--- src/rtl/spi_mmio.sv ---
// Memory-mapped SPI master (mode 0, MSB first) behind a simple processor request port.
//
// Register map (all other addresses miss, rq_hit=0, no response):
//   0x10024018 csmode : bit0 = cs_hold, keeps chip select asserted between bytes
//   0x10024048 txdata : store queues one byte (dropped if busy), load = {tx_full, 31'b0}
//   0x1002404c rxdata : load = {rx_empty, 23'b0, byte}, pops a byte when not empty
//
// Ports:
//   CLK, RST_N          clock, asynchronous active-low reset
//   rq_en/rq_iswrite    request valid / store(1) or load(0), always accepted
//   rq_addr/rq_data     byte address / store data
//   rq_hit              combinational address decode
//   rs_en/rs_data       one-cycle response, one cycle after a hit request
//   spi_sck/spi_cs_n    SPI clock (idle low) / chip select (active low)
//   spi_mosi/spi_miso   serial data out / in
//
// Parameter CLKDIV (1..255): SCK half-period in CLK cycles.
// Build option: define SPI_RXFIFO_EN for a 4-entry receive FIFO (new byte dropped when
// full); otherwise receive is a single byte register that is overwritten on a new byte.

module spi_mmio #(
  parameter int unsigned CLKDIV = 2
) (
  input  logic        CLK,
  input  logic        RST_N,
  input  logic        rq_en,
  input  logic        rq_iswrite,
  input  logic [31:0] rq_addr,
  input  logic [31:0] rq_data,
  output logic        rq_hit,
  output logic        rs_en,
  output logic [31:0] rs_data,
  output logic        spi_sck,
  output logic        spi_cs_n,
  output logic        spi_mosi,
  input  logic        spi_miso
);

  localparam logic [31:0] AddrCsmode = 32'h1002_4018;
  localparam logic [31:0] AddrTxdata = 32'h1002_4048;
  localparam logic [31:0] AddrRxdata = 32'h1002_404c;
  localparam logic [7:0]  CntMax     = 8'(CLKDIV - 1);

  typedef enum logic [2:0] {StIdle, StSetup, StLow, StHigh, StDone} state_e;

  state_e      state_q, state_d;
  logic [7:0]  cnt_q, cnt_d;
  logic [3:0]  bit_cnt_q, bit_cnt_d;
  logic [7:0]  shift_q, shift_d;
  logic        sck_q, sck_d;
  logic        cs_n_q, cs_n_d;
  logic        mosi_q, mosi_d;
  logic        cs_hold_q, cs_hold_d;
  logic        tx_full_q, tx_full_d;
  logic [7:0]  tx_byte_q, tx_byte_d;
  logic        rs_en_q, rs_en_d;
  logic [31:0] rs_data_q, rs_data_d;

  logic        sel_cs, sel_tx, sel_rx, req;
  logic        tx_accept, rx_pop, rx_push, tx_done, cnt_end;
  logic        rx_empty;
  logic [7:0]  rx_head;
  logic        unused_rq_data;

  assign unused_rq_data = ^rq_data[31:8];

  // Address decode and request qualification
  assign sel_cs    = (rq_addr == AddrCsmode);
  assign sel_tx    = (rq_addr == AddrTxdata);
  assign sel_rx    = (rq_addr == AddrRxdata);
  assign rq_hit    = sel_cs | sel_tx | sel_rx;
  assign req       = rq_en & rq_hit;
  assign tx_accept = req & rq_iswrite & sel_tx & ~tx_full_q;
  assign rx_pop    = req & ~rq_iswrite & sel_rx & ~rx_empty;
  assign cnt_end   = (cnt_q == CntMax);

  // Register file next state and response
  always_comb begin
    cs_hold_d = cs_hold_q;
    tx_full_d = tx_full_q;
    tx_byte_d = tx_byte_q;
    rs_en_d   = req;
    rs_data_d = '0;
    if (req && rq_iswrite && sel_cs) cs_hold_d = rq_data[0];
    if (tx_done) tx_full_d = 1'b0;
    if (tx_accept) begin
      tx_full_d = 1'b1;
      tx_byte_d = rq_data[7:0];
    end
    if (req && !rq_iswrite) begin
      if (sel_cs) begin
        rs_data_d = {31'b0, cs_hold_q};
      end else if (sel_tx) begin
        rs_data_d = {tx_full_q, 31'b0};
      end else begin
        rs_data_d = rx_empty ? 32'h8000_0000 : {24'b0, rx_head};
      end
    end
  end

  always_ff @(posedge CLK or negedge RST_N) begin
    if (!RST_N) begin
      cs_hold_q <= 1'b0;
      tx_full_q <= 1'b0;
      tx_byte_q <= '0;
      rs_en_q   <= 1'b0;
      rs_data_q <= '0;
    end else begin
      cs_hold_q <= cs_hold_d;
      tx_full_q <= tx_full_d;
      tx_byte_q <= tx_byte_d;
      rs_en_q   <= rs_en_d;
      rs_data_q <= rs_data_d;
    end
  end

  // FSM state register
  always_ff @(posedge CLK or negedge RST_N) begin
    if (!RST_N) begin
      state_q   <= StIdle;
      cnt_q     <= '0;
      bit_cnt_q <= '0;
    end else begin
      state_q   <= state_d;
      cnt_q     <= cnt_d;
      bit_cnt_q <= bit_cnt_d;
    end
  end

  // FSM next state; bit_cnt counts bits sampled so far (bumped on entry to HIGH)
  always_comb begin
    state_d   = state_q;
    cnt_d     = cnt_q + 8'd1;
    bit_cnt_d = bit_cnt_q;
    case (state_q)
      StIdle: begin
        cnt_d = '0;
        if (tx_full_q) begin
          state_d   = cs_n_q ? StSetup : StLow;
          bit_cnt_d = '0;
        end
      end
      StSetup: begin
        if (cnt_end) begin
          state_d = StLow;
          cnt_d   = '0;
        end
      end
      StLow: begin
        if (cnt_end) begin
          state_d   = StHigh;
          cnt_d     = '0;
          bit_cnt_d = bit_cnt_q + 4'd1;
        end
      end
      StHigh: begin
        if (cnt_end) begin
          state_d = (bit_cnt_q < 4'd8) ? StLow : StDone;
          cnt_d   = '0;
        end
      end
      StDone: begin
        state_d = StIdle;
        cnt_d   = '0;
      end
      default: begin
        state_d = StIdle;
        cnt_d   = '0;
      end
    endcase
  end

  // FSM outputs: next values of the registered SPI pins and the shifter
  always_comb begin
    sck_d   = sck_q;
    cs_n_d  = cs_n_q;
    mosi_d  = mosi_q;
    shift_d = shift_q;
    rx_push = 1'b0;
    tx_done = 1'b0;
    case (state_q)
      StIdle: begin
        if (tx_full_q) begin
          shift_d = tx_byte_q;
          cs_n_d  = 1'b0;
          mosi_d  = tx_byte_q[7];
          sck_d   = 1'b0;
        end else if (!cs_n_q && !cs_hold_d) begin
          // Held CS released by software while idle: drop it on the same edge
          cs_n_d = 1'b1;
          mosi_d = 1'b0;
        end
      end
      StLow: begin
        if (cnt_end) begin
          sck_d   = 1'b1;
          shift_d = {shift_q[6:0], spi_miso};
        end
      end
      StHigh: begin
        if (cnt_end) begin
          sck_d = 1'b0;
          // After the shift, bit 7 holds the next bit to transmit
          if (bit_cnt_q < 4'd8) mosi_d = shift_q[7];
        end
      end
      StDone: begin
        rx_push = 1'b1;
        tx_done = 1'b1;
        cs_n_d  = ~cs_hold_q;
        if (!cs_hold_q) mosi_d = 1'b0;
      end
      default: ;
    endcase
  end

  always_ff @(posedge CLK or negedge RST_N) begin
    if (!RST_N) begin
      sck_q   <= 1'b0;
      cs_n_q  <= 1'b1;
      mosi_q  <= 1'b0;
      shift_q <= '0;
    end else begin
      sck_q   <= sck_d;
      cs_n_q  <= cs_n_d;
      mosi_q  <= mosi_d;
      shift_q <= shift_d;
    end
  end

`ifdef SPI_RXFIFO_EN
  logic [7:0] fifo_q [4];
  logic [1:0] wr_ptr_q, rd_ptr_q;
  logic [2:0] count_q, count_d;
  logic       push_ok;

  assign rx_empty = (count_q == 3'd0);
  assign rx_head  = fifo_q[rd_ptr_q];
  // A simultaneous pop frees a slot, so a push into a full FIFO is kept then
  assign push_ok  = rx_push & ((count_q != 3'd4) | rx_pop);

  always_comb begin
    count_d = count_q;
    if (push_ok && !rx_pop) begin
      count_d = count_q + 3'd1;
    end else if (!push_ok && rx_pop) begin
      count_d = count_q - 3'd1;
    end
  end

  always_ff @(posedge CLK or negedge RST_N) begin
    if (!RST_N) begin
      wr_ptr_q <= '0;
      rd_ptr_q <= '0;
      count_q  <= '0;
    end else begin
      if (push_ok) wr_ptr_q <= wr_ptr_q + 2'd1;
      if (rx_pop) rd_ptr_q <= rd_ptr_q + 2'd1;
      count_q <= count_d;
    end
  end

  always_ff @(posedge CLK) begin
    if (push_ok) fifo_q[wr_ptr_q] <= shift_q;
  end
`else
  logic [7:0] rx_byte_q;
  logic       rx_valid_q;

  assign rx_empty = ~rx_valid_q;
  assign rx_head  = rx_byte_q;

  always_ff @(posedge CLK or negedge RST_N) begin
    if (!RST_N) begin
      rx_byte_q  <= '0;
      rx_valid_q <= 1'b0;
    end else begin
      if (rx_push) rx_byte_q <= shift_q;
      rx_valid_q <= rx_push | (rx_valid_q & ~rx_pop);
    end
  end
`endif

  assign rs_en    = rs_en_q;
  assign rs_data  = rs_data_q;
  assign spi_sck  = sck_q;
  assign spi_cs_n = cs_n_q;
  assign spi_mosi = mosi_q;

endmodule

--- config.mk ---
export PLATFORM = sky130hd
export DESIGN_NAME = spi_mmio
export DESIGN_NICKNAME = d
export VERILOG_FILES = /design/src/rtl/spi_mmio.sv
export SDC_FILE = /design/constraint.sdc
export NUM_CORES = 1
export LEC_CHECK = 0
export BUFFER_PORTS_ARGS = -buffer_cell sky130_fd_sc_hd__buf_4
export CAP_MARGIN = 20
export CELL_PAD_IN_SITES_DETAIL_PLACEMENT = 2
export CELL_PAD_IN_SITES_GLOBAL_PLACEMENT = 2
export CORE_MARGIN = 2
export CORE_UTILIZATION = 30
export CTS_CLUSTER_SIZE = 16
export DETAILED_ROUTE_END_ITERATION = 16
export PLACE_DENSITY = 0.86
export SLEW_MARGIN = 20
export SYNTH_ARGS = -nofsm -noshare
export SYNTH_HDL_FRONTEND = slang
export SYNTH_SLANG_ARGS = --single-unit
--- constraint.sdc ---
create_clock -name CLK -period 2.84 [get_ports CLK]
set_input_delay 0.284 -clock CLK [delete_from_list [all_inputs] [get_ports CLK]]
set_output_delay 0.284 -clock CLK [all_outputs]
set_load 0.02 [all_outputs]
[Word level (Yosys, flattened, before mapping)]
Cells that the tools add are included.
Word-level totals
  register bits: 78
  bits of input ports: 69
  output and inout port bits: 37
Cells by class
  $add $sub $neg: 2
  magnitude comparators: 1
  equal/unequal tests: 15
  multiplexer cells: 36
  bitwise logic cells: 15
  reduce and logical (&&, ||, !) cells: 19
Operators with widths (number)
  32-bit two-way mux: 4
  32-bit by 29-bit equality test with 1-bit output, second input constant: 3
  8-bit two-way mux: 4
  8-bit case mux with 2 select lines: 1
  3-bit two-way mux: 5
  1-bit two-way mux: 14
  2-bit inequality test, second input constant: 6
  3-bit case mux with 4 select lines: 1
  8-bit by 1-bit adder with 8-bit output, second input constant: 1
  1-bit bitwise AND: 8
  8-bit by 1-bit equality test with 1-bit output, second input constant: 1
  4-bit two-way mux: 2
  4-bit case mux with 2 select lines: 1
  4-bit AND reduction: 2
  3-bit by 2-bit equality test with 1-bit output, second input constant: 2
  1-bit case mux with 3 select lines: 2
  2-bit nonzero test: 3
  3-bit nonzero test: 2
  5-bit AND reduction: 1
  4-bit by 1-bit adder with 4-bit output, second input constant: 1
  1-bit logical AND: 4
  4-bit less-than comparator, second input constant: 1
  1-bit NOT: 4
  3-bit by 1-bit equality test with 1-bit output, second input constant: 1
  other kinds (10): 14

[Depth between registers and ports, before layout]
Gate-level depths: netlist of the first run.
  depth in word-level cells: 12
  gate-level depth with buffers: 8

[Worst setup path before layout of the first run]
No wires, ideal clock.
  path type: input -> register
  start: input port rq_addr[27]
  end: register tx_byte_q[0]
  library setup time: 0.125 ns
  data arrival time: 2.171 ns
  path slack: 0.544 ns
  stages: 6
  buffers on the path: 1
  cells stage by stage: nor4b_2 nand4_2 or4_1 or4b_1 buf_6 mux2_4
Between the ends
  cells in the longest elaborated chain, start to end: 7
  elaborated cells between the ends (all ways): 9
  those cells by class: eq/ne (3); bitwise (6)
RTL lines
  from (decl): RTL line 28  | input logic [31:0] rq_addr,
  32-bit by 29-bit equality test with 1-bit output (on tied branches): RTL line 68, 69
  1-bit bitwise OR (2 in series): RTL line 71  | assign rq_hit = sel_cs | sel_tx | sel_rx;
  1-bit bitwise AND: RTL line 72  | assign req = rq_en & rq_hit;
  1-bit bitwise AND: RTL line 73  | assign tx_accept = req & rq_iswrite & sel_tx & ~tx_full_q;
  1-bit bitwise AND (*) (2 in series): RTL line 73
  to (signal assigned): RTL line 111  | tx_byte_q <= tx_byte_d;
  to (decl): RTL line 55  | logic [7:0] tx_byte_q, tx_byte_d;
Mark *: on every way between the ends. The rest lies on a longest branch, timed or not.
A chain may end at the register's enable or synchronous reset.

[Worst setup path after layout of the first run]
  start: register cnt_q[1]
  end: register mosi_q (netlist: spi_mosi)
Between the ends
  cells in the longest elaborated chain, start to end: 3
RTL lines
  from (decl): RTL line 47  | logic [7:0] cnt_q, cnt_d;
  from (signal assigned): RTL line 125  | cnt_q <= cnt_d;
  8-bit by 1-bit equality test with 1-bit output: RTL line 75  | assign cnt_end = (cnt_q == CntMax);
  2-bit inequality test (no source line)
  5-bit AND reduction (no source line)
  to (signal assigned): RTL line 226  | mosi_q <= mosi_d;
  to (decl): RTL line 52  | logic mosi_q, mosi_d;
Every way passes these cells.

==> summary.md, run 1 <==
| Metric | Value |
|---|---|
| Status | `finished with violations` |
| Failing checks | `negative hold slack` |
| Fin nets | `397` |
| Post-DRT Antenna Nets | `0` |
| Synthesized cell area | `2830 µm²` |
| Number of max-cap violations | `0` |
| Arr. time, crit path | `2620 ps` |
| Max VDD drop | `0.200 mV` |
| Fin Hold WS | `-3.70 ps` |
| Worst path required time | `about 3100 ps` |
| IO buf count | `58` |
| Worst R2R Path Depth | `7` |
| Combinational Power Share | `8.5%` |
| Reg power frac | `57.6%` |
| Ys Warns | `0` |
| Synth Area per Inst | `10.6 µm²` |
| Critical Path Sink | `spi_mosi$_DFFE_PN0P_` |
| Antenna violations before repair | `0` |
| Post-route setup slack | `431 ps` |
| Most frequent cells in the layout | `buf_4, dfrtp_1, conb_1` |
| Setup crit start kind | `flop` |
| First-pass GRT wire length | `about 12 mm` |
| Measured slew at the worst slew-check pin | `694 ps` |
| Setup Viol. Count Final | `0` |
| # IOs | `106` |
| Clock latency on the worst-skew pair | `330 ps` |
| Max-Slew Margin vs Limit | `a little over half` |
| Worst stage delay on the critical path | `around 510 ps` |
| Crit path max fanout | `5` |
| Layout cells sized above 1 | `a little under a third` |
| Clock skew | `~13 ps` |
| # hold bufs at CTS | `0` |
| Overall Global Routing Usage | `14.2%` |
| Fin. Hold Viols | `7` |
| Core ar. | `9200 µm²` |
| Critical path type | `reg -> reg` |
| Layout area overhead | `20.2%` |
| Count of cells resized by post-cts repair | `0` |
| WL per Instance | `around 16 µm` |
| Die Span Y | `roughly 100 µm` |
| Cell row count | `35` |
| Final std cells w/o fill | `437` |
| Final instance area | `approximately 3400 µm²` |
| Post-DP HPWL | `5.23 mm` |
| CP startpoint | `cnt_q[1]$_DFF_PN0_` |
| DRT Wirelength | `approximately 7.0 mm` |
| Clock Path Buffers | `2` |
| Overflow after GRT | `0` |
| Fin. max-slew vios | `0` |
| Int Pwr | `0.00103 W` |
| Post-Synthesis Cells | `between 200 and 300` |
| Switching pwr | `0.000363 W` |
| Filler cells | `1015` |
| Vias in the first global route | `2320` |
| Worst R2R Start | `cnt_q[1]$_DFF_PN0_` |
| Pwr/cell area | `slightly above 400 nW/µm²` |
| DRC | `0` |
| Area post-placement | `3300 µm²` |
| Root Buffer | `clkbuf_8` |
| Antenna Cells | `0` |
| Commonest non-fill, non-tap cell in the layout | `buf_4` |
| Placed Cells | `429` |
| Nature of the critical path endpoint | `flop` |
| Placer Congestion | `0.766` |
| Fin crit period | `2410 ps` |
| Vias/cell | `4.96` |
| CTS tree | `built` |
| Post-synth EDFFs | `0` |
| Die area | `10200 µm²` |
| Via count | `2169` |
| RSZ-0062 raised after global routing | `false` |
| Iteration-0 DRC Markers | `56` |
| Hold WC Path Type | `in -> async` |
| Ys async rst share | `100%` |
| Die width | `101 µm` |
| Largest net degree at the start of global routing | `between 50 and 60` |
| FF-to-FF setup slack | `430 ps` |
| Max Clk Rate | `415 MHz` |
| Clk sinks | `55` |
| Synth unique cells | `49` |
| Pleak | `around 1.6 nW` |
| CTS Buf Count | `5` |
| Synth Register Bits | `55` |
| Period Utilization, post-route | `84.8%` |
| CP Cell Sequence | `inv_1, ha_1, or3b_2, nor4_1, o21ai_0, mux2i_1, mux2_2` |
| Pre-CTS WS | `~180 ps` |
| Post-CTS setup buffer count | `0` |
| 1st-pass router iterations | `4` |
| Slowest CP cell | `or3b_2` |
| H-Tree Depth | `2` |
| Sequential area share after synthesis | `48.7%` |
| Clock Pin Slew Worst Setup and Hold Paths | `110 ps` |
| Sw Share | `a little over a quarter` |
| Setup total negative slack | `0 ps` |
| Clock power frac | `between 30% and 40%` |
| Top FF cell, synth | `dfrtp_1` |
| RR Endpoint | `spi_mosi$_DFFE_PN0P_` |
| Initial core utilization | `30.8%` |
## worst min-delay path by stage
stage                                     to  slack (ps)  cells after the start
floorplan           bit_cnt_q[0]$_DFFE_PN0P_         -10                      0
global placement        rs_data[3]$_DFF_PN0_         380                      1
detailed placement      rs_data[4]$_DFF_PN0_         380                      1
CTS                     rs_data[4]$_DFF_PN0_          20                      1
global route            rs_data[3]$_DFF_PN0_          30                      1
finish                  rs_data[5]$_DFF_PN0_          -4                      1
## power groups by stage
| stage | sequential [W] | combinational [W] | clock (W) |
|---|---|---|---|
| after floorplan | 0.000815 | 0.0000697 | 0 |
| after global placement | 0.000817 | 0.000114 | 0 |
| after detailed placement | 0.000818 | 0.000119 | 0 |
| after CTS | 0.000803 | 0.000120 | 0.000493 |
| after global routing | 0.000805 | 0.000130 | 0.000522 |
| final | 0.000803 | 0.000118 | 0.000473 |
## layout make-up
| type | count | area, µm² | share of cell area (%) |
|---|---|---|---|
| flip-flops and latches | 55 | 1380 | 40.5 |
| multi-input cells | 197 | 1310 | 38.4 |
| repair buffers | 61 | 458 | 13.5 |
| well taps | 111 | 139 | 4.08 |
| clock buffers | 5 | 68.8 | 2.02 |
| clock inverters | 3 | 33.8 | 0.993 |
| inverters | 5 | 18.8 | 0.552 |
## sequential cells by signal (all words and copies together) (netlist names)
| name | count |
|---|---|
| rs_en | 1 |
| rx_valid_q | 1 |
| shift_q | 8 |
| spi_mosi | 1 |
| spi_sck | 1 |
| rs_data | 9 |
| tx_byte_q | 8 |
| state_q | 3 |
| bit_cnt_q | 4 |
| tx_full_q | 1 |
| rx_byte_q | 8 |
| cs_hold_q | 1 |
| cnt_q | 8 |
| spi_cs_n | 1 |
## cells by family (layout without fill, tap and decap cells)
family	after synthesis	count (layout)	synth area share, %
flip-flops	55	55	48.7
AO/OA/AOI/OAI	34	34	7.38
adder cells (fa/ha/maj)	3	3	1.33
AND/OR/NAND/NOR	103	103	20.8
multiplexers	28	28	11.8
XOR/XNOR	6	6	1.86
other	1	23	0.132
buffers and inverters	36	74	8.09
## Yosys cell counts, types with 5 or more instances
| library cell | number | share of area [%] |
|---|---|---|
| o21ai_0 | 20 | 3.5 |
| nand3_1 | 8 | 1.4 |
| nand2_1 | 21 | 2.8 |
| dfrtp_1 | 54 | 48 |
| xor2_1 | 5 | 1.5 |
| mux2i_1 | 10 | 3.5 |
| nor3_1 | 8 | 1.4 |
| nor2_1 | 21 | 2.8 |
| clkbuf_1 | 7 | 0.93 |
| and2_1 | 9 | 2.0 |
| mux2_2 | 10 | 4.0 |
| mux2_4 | 8 | 4.2 |
| buf_4 | 23 | 6.1 |
| inv_1 | 5 | 0.66 |
## metrics by stage
step                util, %  power (W)
floorplan                 -   0.000884
detailed placement     35.9   0.000937
global placement       35.9   0.000931
CTS                    37.0    0.00142
global route           37.0    0.00146
finish                 37.0    0.00139
## routing by layer
| layer | GRT usage [%] | up-vias | routed length [µm] |
|---|---|---|---|
| met1 | 16.2 | 1106 | 2740 |
| met3 | 3.31 | 7 | 405 |
| met4 | 4.05 | 0 | 84 |
| met5 | 0 | - | 0 |
| met2 | 26.5 | 57 | 3780 |
| li1 | - | 999 | - |
## worst max-delay path, delay by kind of cell, from the launching register on
kind                       cells  cell delay [ps]
and+or+nand+nor                2              970
AOI/OAI and AO/OA              1              150
muxes                          2              540
DFF                            1              440
buffers and inverters          1               70
adders and majority gates      1              130
No activity file was read; power rests on OpenSTA's default activity.
==> run 2, diff against run 1 <==
- clock period: 2.84 -> 2.3 ns (I/O delays scaled with it)
==> summary.md, run 2 (synthesis results as in run 1) <==
| Metric | Value |
|---|---|
| Reg power frac | `a little under three fifths` |
| Cell row count | `35` |
| H-Tree Depth | `2` |
| Max Clk Rate | `453 MHz` |
| Max reg flops | `9` |
| Setup crit start kind | `flop` |
| Overall Global Routing Usage | `between 10% and 20%` |
| IO buf count | `58` |
| Antenna violations before repair | `0` |
| Die width | `between 100 and 150 µm` |
| Worst R2R Path Depth | `6` |
| Fin. max-slew vios | `0` |
| CTS tree | `built` |
| Worst path required time | `around 2500 ps` |
| Placed Cells | `444` |
| Initial core utilization | `30.8%` |
| Pwr/cell area | `492 nW/µm²` |
| Final std cells w/o fill | `453` |
| Setup total negative slack | `0 ps` |
| # IOs | `106` |
| Max VDD drop | `about 0.21 mV` |
| Combinational Power Share | `9.0%` |
| 1st-pass router iterations | `4` |
| Post-DP HPWL | `5.62 mm` |
| CP Cell Sequence | `or4_1, nor4_2, buf_4, o21ai_0, mux2i_1, mux2_2` |
| Vias/cell | `4.90` |
| Int Pwr | `approximately 0.0013 W` |
| Fin. Hold Viols | `0` |
| First-pass GRT wire length | `between 10 and 15 mm` |
| Multi-input logic area | `1320 µm²` |
| Post-DRT Antenna Nets | `0` |
| Die Span Y | `between 100 and 150 µm` |
| Reg area | `1380 µm²` |
| Switching pwr | `~0.00046 W` |
| Clock latency on the worst-skew pair | `320 ps` |
| Measured slew at the worst slew-check pin | `721 ps` |
| Fin crit period | `2210 ps` |
| Fin nets | `~410` |
| Vias in the first global route | `approximately 2500` |
| Clock power frac | `34.0%` |
| RSZ-0062 raised after global routing | `false` |
| Pleak | `roughly 1.6 nW` |
| Antenna Cells | `0` |
| Most frequent cells in the layout | `buf_4, dfrtp_1, conb_1` |
| Nature of the critical path endpoint | `flop` |
| Clock Pin Slew Worst Setup and Hold Paths | `~120 ps` |
| Overflow after GRT | `0` |
| Status | `complete, no violations` |
| Hold Path Depth | `2` |
| Number of max-cap violations | `0` |
| Setup Viol. Count Final | `0` |
| Slowest CP cell | `or4_1` |
| Core ar. | `9200 µm²` |
| DRC | `0` |
| Arr. time, crit path | `2410 ps` |
| Commonest non-fill, non-tap cell in the layout | `buf_4` |
| CTS Buf Count | `5` |
| Hold WC Path Type | `in -> reg` |
| Clock skew | `between 10 and 15 ps` |
| Placer Congestion | `0.768` |
| Layout area overhead | `25.1%` |
| Sw Share | `26.4%` |
| Period Utilization, post-route | `95.9%` |
| Power, Total | `0.00174 W` |
| Clock Path Buffers | `2` |
| Die area | `10200 µm²` |
| Via count | `2218` |
| DRT Wirelength | `7.42 mm` |
| WL per Instance | `16.4 µm` |
| Crit path max fanout | `4` |
| Root Buffer | `clkbuf_8` |
| Critical path type | `reg -> reg` |
| Worst stage delay on the critical path | `570 ps` |
| Largest net degree at the start of global routing | `56` |
| Iteration-0 DRC Markers | `54` |
| Layout cells sized above 1 | `35.1%` |
| Filler cells | `between 1000 and 1500` |
| Max-Slew Margin vs Limit | `51.9%` |
| Clk sinks | `55` |
-- run 2: cell count changes in the layout (fill, tap and decap cells not counted) --
cell and delta:
buf_4 +15, nor4_2 +1, o21ai_2 +1, nor3_1 -1, nor3_2 +1, o21ai_1 -1, nor4_1 -1, dlygate4sd3_1 +1
-- run 2: path summary, 6_finish.rpt --
check,endpoint,slack [ps],startpoint
min in group asynchronous,rs_data[2]$_DFF_PN0_,500,RST_N
worst max register to register,spi_mosi$_DFFE_PN0P_,90,cnt_q[5]$_DFF_PN0_
max in group asynchronous,spi_mosi$_DFFE_PN0P_,1320,RST_N
worst min register to register,rs_data[6]$_DFF_PN0_,500,rx_byte_q[6]$_DFFE_PN0P_
worst max-delay path,spi_mosi$_DFFE_PN0P_,90,cnt_q[5]$_DFF_PN0_
worst min-delay path,tx_byte_q[4]$_DFFE_PN0P_,130,rq_data[4]
-- run 2: what timing repair did --
action	4_1_cts	5_1_grt
hold buffers	1	0
endpoints found under the setup margin	0	11
buffers inserted	0	0
resized for setup	0	3
hold endpoints to repair	54	0
-- run 2: critical path, delay by kind of cell, from the launching register on --
family / cells / cell delay [ps]
multiplexers: 2 / 560
buffers and inverters: 1 / 160
AND/OR/NAND/NOR: 2 / 850
flip-flops: 1 / 450
AO/OA/AOI/OAI: 1 / 80
-- run 2: area by class of cell --
type                            count  area share [%]
Sequential cell                    55            38.9
Multi-Input combinational cell    197            37.3
Timing Repair Buffer               77            16.4
Tap cell                          111            3.92
Clock buffer                        5            1.94
Clock inverter                      3           0.954
Inverter                            5           0.530
-- run 2: metal layers --
layer	track usage, %	vias to the layer above	wire [µm]
met3	3.04	8	393
li1	-	1035	-
met2	27.9	65	4020
met4	4.78	0	89
met5	0	-	0
met1	16.7	1110	2910
-- run 2: power by group through the flow --
stage               Clock (W)  Sequential, W  Combinational, W
floorplan                   0        0.00101         0.0000860
global placement            0        0.00101          0.000148
detailed placement          0        0.00101          0.000157
CTS                  0.000613       0.000992          0.000159
global route         0.000648       0.000994          0.000173
finish               0.000591       0.000992          0.000157
-- run 2: metrics by stage --
| stage | cell area [µm²] | hold slack, ps | util, % | setup WS [ps] |
|---|---|---|---|---|
| 2_1_floorplan | 2910 | -65.6 | - | 57.7 |
| 3_5_place_dp | 3410 | 333 | 37.1 | -221 |
| 6_report | 3540 | 128 | 38.5 | 94.3 |
| 5_1_grt | 3540 | 114 | 38.5 | 30.2 |
| 4_1_cts | 3520 | 123 | 38.3 | 13.2 |
| 3_3_place_gp | 3410 | 325 | 37.1 | -180 |
